==> src/rtl/brc_pkg.sv <==
// Shared definitions for the branch-compare arbiter: compare op encoding
// (funct3), requester indices and the response FSM state type.
package brc_pkg;

  // Compare ops in funct3 encoding; 010 and 011 are reserved.
  typedef enum logic [2:0] {
    OP_EQ  = 3'b000,
    OP_NE  = 3'b001,
    OP_LT  = 3'b100,
    OP_GE  = 3'b101,
    OP_LTU = 3'b110,
    OP_GEU = 3'b111
  } brc_op_e;

  // Requester indices.
  localparam logic REQ_BRANCH = 1'b0;  // branch unit
  localparam logic REQ_SLT    = 1'b1;  // ALU set-less-than path

  // Response FSM: IDLE = nothing held, HOLD = registered response valid.
  typedef enum logic {
    ST_IDLE = 1'b0,
    ST_HOLD = 1'b1
  } brc_state_e;

endpackage

==> src/rtl/brc_cmp_core.sv <==
// Shared combinational comparator: produces equal, less (signedness taken
// from the op) and the op's taken condition. Reserved ops give less=0 and
// taken=0 while still reporting equal.
module brc_cmp_core
  import brc_pkg::*;
#(
  parameter int XLEN = 32
) (
  input  logic [XLEN-1:0] rs1,
  input  logic [XLEN-1:0] rs2,
  input  logic [2:0]      op,
  output logic            less,
  output logic            equal,
  output logic            taken
);

  logic lt_signed;
  logic lt_unsigned;

  assign equal       = (rs1 == rs2);
  assign lt_signed   = ($signed(rs1) < $signed(rs2));
  assign lt_unsigned = (rs1 < rs2);

  // Select the less flag by op signedness and derive the taken condition.
  always_comb begin
    less  = 1'b0;
    taken = 1'b0;
    case (op)
      OP_EQ:  begin less = lt_signed;   taken = equal;        end
      OP_NE:  begin less = lt_signed;   taken = !equal;       end
      OP_LT:  begin less = lt_signed;   taken = lt_signed;    end
      OP_GE:  begin less = lt_signed;   taken = !lt_signed;   end
      OP_LTU: begin less = lt_unsigned; taken = lt_unsigned;  end
      OP_GEU: begin less = lt_unsigned; taken = !lt_unsigned; end
      default: begin less = 1'b0;       taken = 1'b0;         end
    endcase
  end

endmodule

==> src/rtl/brc_arbiter.sv <==
// Two-requester arbiter in front of a single shared branch comparator.
// One request is granted per cycle; its compare result is registered and
// held until the consumer accepts it (1-cycle latency, full throughput).
// Config macro BRC_ARB_RR_EN: defined -> ties alternate round-robin;
// undefined -> ties always go to requester 0 and no pointer exists.
module brc_arbiter
  import brc_pkg::*;
#(
  parameter int XLEN = 32
) (
  input  logic            i_clk,
  input  logic            i_rst_n,
  input  logic [1:0]      i_req_valid,
  output logic [1:0]      o_req_ready,
  input  logic [XLEN-1:0] i_req0_rs1,
  input  logic [XLEN-1:0] i_req0_rs2,
  input  logic [XLEN-1:0] i_req1_rs1,
  input  logic [XLEN-1:0] i_req1_rs2,
  input  logic [2:0]      i_req0_op,
  input  logic [2:0]      i_req1_op,
  output logic            o_rsp_valid,
  input  logic            i_rsp_ready,
  output logic            o_rsp_id,
  output logic            o_rsp_taken,
  output logic            o_rsp_less,
  output logic            o_rsp_equal
);

  brc_state_e state_reg;
  brc_state_e state_next;

  logic            grant;
  logic            accept_ok;
  logic            transfer;
  logic [XLEN-1:0] sel_rs1;
  logic [XLEN-1:0] sel_rs2;
  logic [2:0]      sel_op;
  logic            cmp_less;
  logic            cmp_equal;
  logic            cmp_taken;

`ifdef BRC_ARB_RR_EN
  // Index granted by the most recent transfer; reset to 1 so requester 0
  // wins the first tie.
  logic rr_ptr_reg;
`endif

  // Pick the requester: a lone request wins; a tie goes round-robin or to 0.
  always_comb begin
    grant = REQ_BRANCH;
    if (i_req_valid == 2'b10) begin
      grant = REQ_SLT;
    end else if (i_req_valid == 2'b11) begin
`ifdef BRC_ARB_RR_EN
      grant = (rr_ptr_reg == REQ_SLT) ? REQ_BRANCH : REQ_SLT;
`else
      grant = REQ_BRANCH;
`endif
    end
  end

  // A new request can land when nothing is held or the held one drains now.
  // Reset forces both ready bits low even though the state reads IDLE.
  assign accept_ok = i_rst_n && ((state_reg == ST_IDLE) || i_rsp_ready);

  genvar gi;
  generate
    for (gi = 0; gi < 2; gi++) begin : g_ready
      assign o_req_ready[gi] = accept_ok && i_req_valid[gi] && (grant == 1'(gi));
    end
  endgenerate

  assign transfer = |o_req_ready;

  // Steer the granted requester's operands into the single comparator.
  assign sel_rs1 = (grant == REQ_SLT) ? i_req1_rs1 : i_req0_rs1;
  assign sel_rs2 = (grant == REQ_SLT) ? i_req1_rs2 : i_req0_rs2;
  assign sel_op  = (grant == REQ_SLT) ? i_req1_op  : i_req0_op;

  brc_cmp_core #(
    .XLEN(XLEN)
  ) u_cmp (
    .rs1   (sel_rs1),
    .rs2   (sel_rs2),
    .op    (sel_op),
    .less  (cmp_less),
    .equal (cmp_equal),
    .taken (cmp_taken)
  );

  // FSM state register.
  always_ff @(posedge i_clk or negedge i_rst_n) begin
    if (!i_rst_n) begin
      state_reg <= ST_IDLE;
    end else begin
      state_reg <= state_next;
    end
  end

  // Next state: any transfer lands in HOLD; a drained HOLD with no new
  // transfer returns to IDLE.
  always_comb begin
    state_next = state_reg;
    case (state_reg)
      ST_IDLE: if (transfer) state_next = ST_HOLD;
      ST_HOLD: if (i_rsp_ready && !transfer) state_next = ST_IDLE;
      default: state_next = ST_IDLE;
    endcase
  end

  // Capture the compare result and requester id on each transfer.
  always_ff @(posedge i_clk or negedge i_rst_n) begin
    if (!i_rst_n) begin
      o_rsp_id    <= 1'b0;
      o_rsp_taken <= 1'b0;
      o_rsp_less  <= 1'b0;
      o_rsp_equal <= 1'b0;
    end else if (transfer) begin
      o_rsp_id    <= grant;
      o_rsp_taken <= cmp_taken;
      o_rsp_less  <= cmp_less;
      o_rsp_equal <= cmp_equal;
    end
  end

`ifdef BRC_ARB_RR_EN
  // Remember the last granted index; only a real transfer moves it.
  always_ff @(posedge i_clk or negedge i_rst_n) begin
    if (!i_rst_n) begin
      rr_ptr_reg <= REQ_SLT;
    end else if (transfer) begin
      rr_ptr_reg <= grant;
    end
  end
`endif

  assign o_rsp_valid = (state_reg == ST_HOLD);

endmodule

==> config.mk <==
export PLATFORM = sky130hd
export DESIGN_NAME = brc_arbiter
export DESIGN_NICKNAME = d
export VERILOG_FILES = /design/src/rtl/brc_pkg.sv /design/src/rtl/brc_cmp_core.sv /design/src/rtl/brc_arbiter.sv
export SDC_FILE = /design/constraint.sdc
export NUM_CORES = 1
export LEC_CHECK = 0
export ABC_AREA = 1
export CAP_MARGIN = 20
export CORE_ASPECT_RATIO = 1.2
export CORE_MARGIN = 10
export CORE_UTILIZATION = 31
export CTS_CLUSTER_SIZE = 14
export DETAILED_ROUTE_END_ITERATION = 7
export GPL_ROUTABILITY_DRIVEN = 0
export GPL_TIMING_DRIVEN = 0
export PLACE_DENSITY = 0.89
export REMOVE_ABC_BUFFERS = 1
export SYNTH_ARGS = -nofsm -noshare
export SYNTH_HDL_FRONTEND = slang
export SYNTH_SLANG_ARGS = --single-unit
==> constraint.sdc <==
create_clock -name i_clk -period 1.2 [get_ports i_clk]
set_input_delay 0.18 -clock i_clk [delete_from_list [all_inputs] [get_ports i_clk]]
set_output_delay 0.18 -clock i_clk [all_outputs]
set_load 0.02 [all_outputs]
==> metrics <==
largest family of logic cells by synthesized area simple AND/OR/NAND/NOR gates; Compound-Gate Fraction of Synth Area about 7.5%; PwrDens 540 nW/um^2; remaining antenna violation count 0; # IOs ~150; # diodes 0; TritonCTS clock tree built; DIE HEIGHT approximately 110 um; WHS between 0.3 and 0.4 ns; clock sink count 5; per-cell routed wire length 16.1 um; synthesized area per cell a little over 6 um^2; pre-CTS WS -2.88 ns; HP Class in -> reg; vias in the first global route 3016; CP Class in -> reg; cell area after synthesis 1900 um^2; final hold vios 0; Crit path required time around 1.3 ns; chip width between 90 and 100 um; total global-route track usage 17.4%; Worst Max-Slew Pin Slew 0.329 ns; via count around 2.7k; Peak VDD IR roughly 0.34 mV; floorplan row count 31; fin worst setup slack -0.926 ns; top_reg_cell synth dfrtp_1; clock transition at the registers of the reported paths 0.04 ns; commonest cells in the netlist nand2_1 (144), ha_1 (32), mux2i_1 (32), nor2_1 (19), inv_1 (16); Synth warnings 0; Area after DPL around 3400 um^2; DR vias/cell approximately 4.9; Setup Skew around 0.011 ns; Post-route DRC 0; layout cells sized above 1 19.1%; Die ar. approximately 9700 um^2; outcome finished with violations; simple-gate share of the synthesized area about two fifths; crit-path max FO 7; IO buf count about 150; period utilization 177%; initial antenna violation count 0; post-synth cell types 27; most numerous cell in the Yosys netlist nand2_1; Final #Nets approximately 650; most area-consuming cells after synthesis nand2_1 (28%), ha_1 (21%), mux2i_1 (17%); LEAKAGE 2.01 nW; Root Buffer Master clkbuf_8; Final Cell Area 4040 um^2; FMAX approximately 470 MHz; Filler Cells Inserted 503; Clock Path Buffers 2; Period minus WS final 2.13 ns; crit start category primary input; Crit. End Element register; worst skew pair latency ~0.23 ns; CTS buffer count 3; core outline area around 6000 um^2; DPL Wire Length between 6000 and 7000 um; largest net degree at the start of global routing 19; Finish-stage setup viols 5; DRT Wirelength between 9000 and 10000 um; area growth from synthesis to layout 113%; number of synthesized register bits 5; Gate Count Post-Synth 307; failing checks negative setup slack; Synth async-reset ratio between 90% and 100%; RSZ-0062 raised after global routing yes; Pre-Repair DR Iteration Count 4; Yosys top cell by area nand2_1; MaxCap Viol Count 0; H-tree levels 1; crit path DAT about 2.2 ns; Post-Place Cells around 520; multiplexer area fraction after synthesis 18.1%; register area share after synthesis 6.60%; Finished Layout Cells approximately 560; GR Overflow Total 0; Synth top area share ~28%; Pins Over Slew Limit 0; first-pass GRT wire length around 14000 um; First DRT Iteration DRCs 56; Initial Utilization between 30% and 40%; Synth Area in Adders about a fifth; Post-synth EDFFs 0; slew margin rel. around 77%; fin util between 60% and 70%; Post-Synth XOR/XNOR Area 0%
[path summary, 6_finish.rpt]
kind | startpoint | end | slack (ns) | cells after the start
worst max-delay path | i_req_valid[0] | o_rsp_taken$_DFFE_PN0P_ | -0.93 | 20
worst min-delay path | i_rsp_ready | o_rsp_valid$_DFF_PN0_ | 0.37 | 2
worst max register to register | o_rsp_valid$_DFF_PN0_ | o_rsp_equal$_DFFE_PN0P_ | -0.02 | 7
worst min register to register | o_rsp_taken$_DFFE_PN0P_ | o_rsp_taken$_DFFE_PN0P_ | 0.48 | 2
max in group asynchronous | i_rst_n | o_rsp_equal$_DFFE_PN0P_ | 0.42 | 2
min in group asynchronous | i_rst_n | o_rsp_taken$_DFFE_PN0P_ | 0.56 | 2
[registers in the layout, indices dropped and copies added (netlist names)]
signal and flops:
o_rsp_id 1, o_rsp_equal 1, o_rsp_taken 1, o_rsp_valid 1
o_rsp_less 1
[cell families after synthesis]
| group | count (synthesis) |
|---|---|
| compound gates | 24 |
| mux | 33 |
| simple gates | 186 |
| flops | 5 |
| buf+inv | 27 |
| fa+ha+maj | 32 |
[through the flow]
stage	TNS [ns]	power, mW
2_1_floorplan	-5.33	0.875
3_3_place_gp	-11.56	1.49
3_5_place_dp	-12.05	1.54
4_1_cts	-2.70	2.05
5_1_grt	-3.43	2.35
6_report	-2.91	2.19
[worst max-delay path, stage by stage]
cell     delay (ns)
buf_8          0.10
inv_8          0.08
nand2_8        0.08
buf_12         0.15
mux2i_1        0.29
ha_4           0.26
nand2_1        0.06
nand2_1        0.05
nand2_1        0.06
nand2_1        0.05
nand2_1        0.08
nand3_2        0.12
a21oi_4        0.21
nand2_4        0.09
nand2_2        0.06
nand2_1        0.04
nor2_1         0.08
nand3_1        0.08
nand2_1        0.06
nand2_1        0.06
[placed cells by master (no fill, tap or decap), types with 4 or more instances in the layout]
cell | Yosys | layout
nor2_1 | 19 | 13
mux2i_1 | 32 | 29
nand3_1 | 9 | 9
clkdlybuf4s50_1 | 0 | 134
dfrtp_1 | 5 | 5
nand2_8 | 0 | 4
nand2_1 | 144 | 135
a21oi_1 | 12 | 6
ha_1 | 32 | 27
a21oi_2 | 0 | 6
nand2_2 | 4 | 12
ha_4 | 0 | 4
buf_6 | 0 | 8
nor2_4 | 1 | 5
dlygate4sd2_1 | 0 | 7
buf_4 | 0 | 19
inv_1 | 16 | 12
nor2_2 | 2 | 4
[where the power goes]
part           leakage, nW  total, mW  switching, mW  internal [mW]
Combinational         1.92       1.65          0.728          0.920
Clock               0.0228      0.324         0.0950          0.229
Sequential          0.0629      0.212         0.0152          0.197
Total                 2.01       2.19          0.838           1.35
[area by class of cell]
cell class              count  area (um^2)  share of cell area (%)
repair buffers            176         1770                    43.8
repair inverters            1         7.51                   0.186
flip-flops and latches      5          125                    3.10
inverters                  17         75.1                    1.86
well taps                  82          103                    2.54
multi-input cells         278         1920                    47.4
clock buffers               4         45.0                    1.11
[layer usage]
| metal | vias up | share of wire [%] | global-route usage (%) | routed length [um] |
|---|---|---|---|---|
| met3 | 13 | 6.4 | 4.54 | 582 |
| met1 | 1243 | 37 | 16.5 | 3320 |
| met2 | 122 | 55 | 34.8 | 5020 |
| li1 | 1356 | - | - | - |
| met4 | 0 | 1.5 | 5.61 | 140 |
| met5 | - | 0 | 0 | 0 |
[timing repair]
action,in CTS,in global routing
pin swaps,35,17
endpoints found under the hold margin,5,0
hold buffers,1,0
cloned,4,1
gates resized for setup,73,22
buffers inserted,23,8
setup endpoints to repair,12,7
Note: power is estimated with default switching activity, not from simulation.
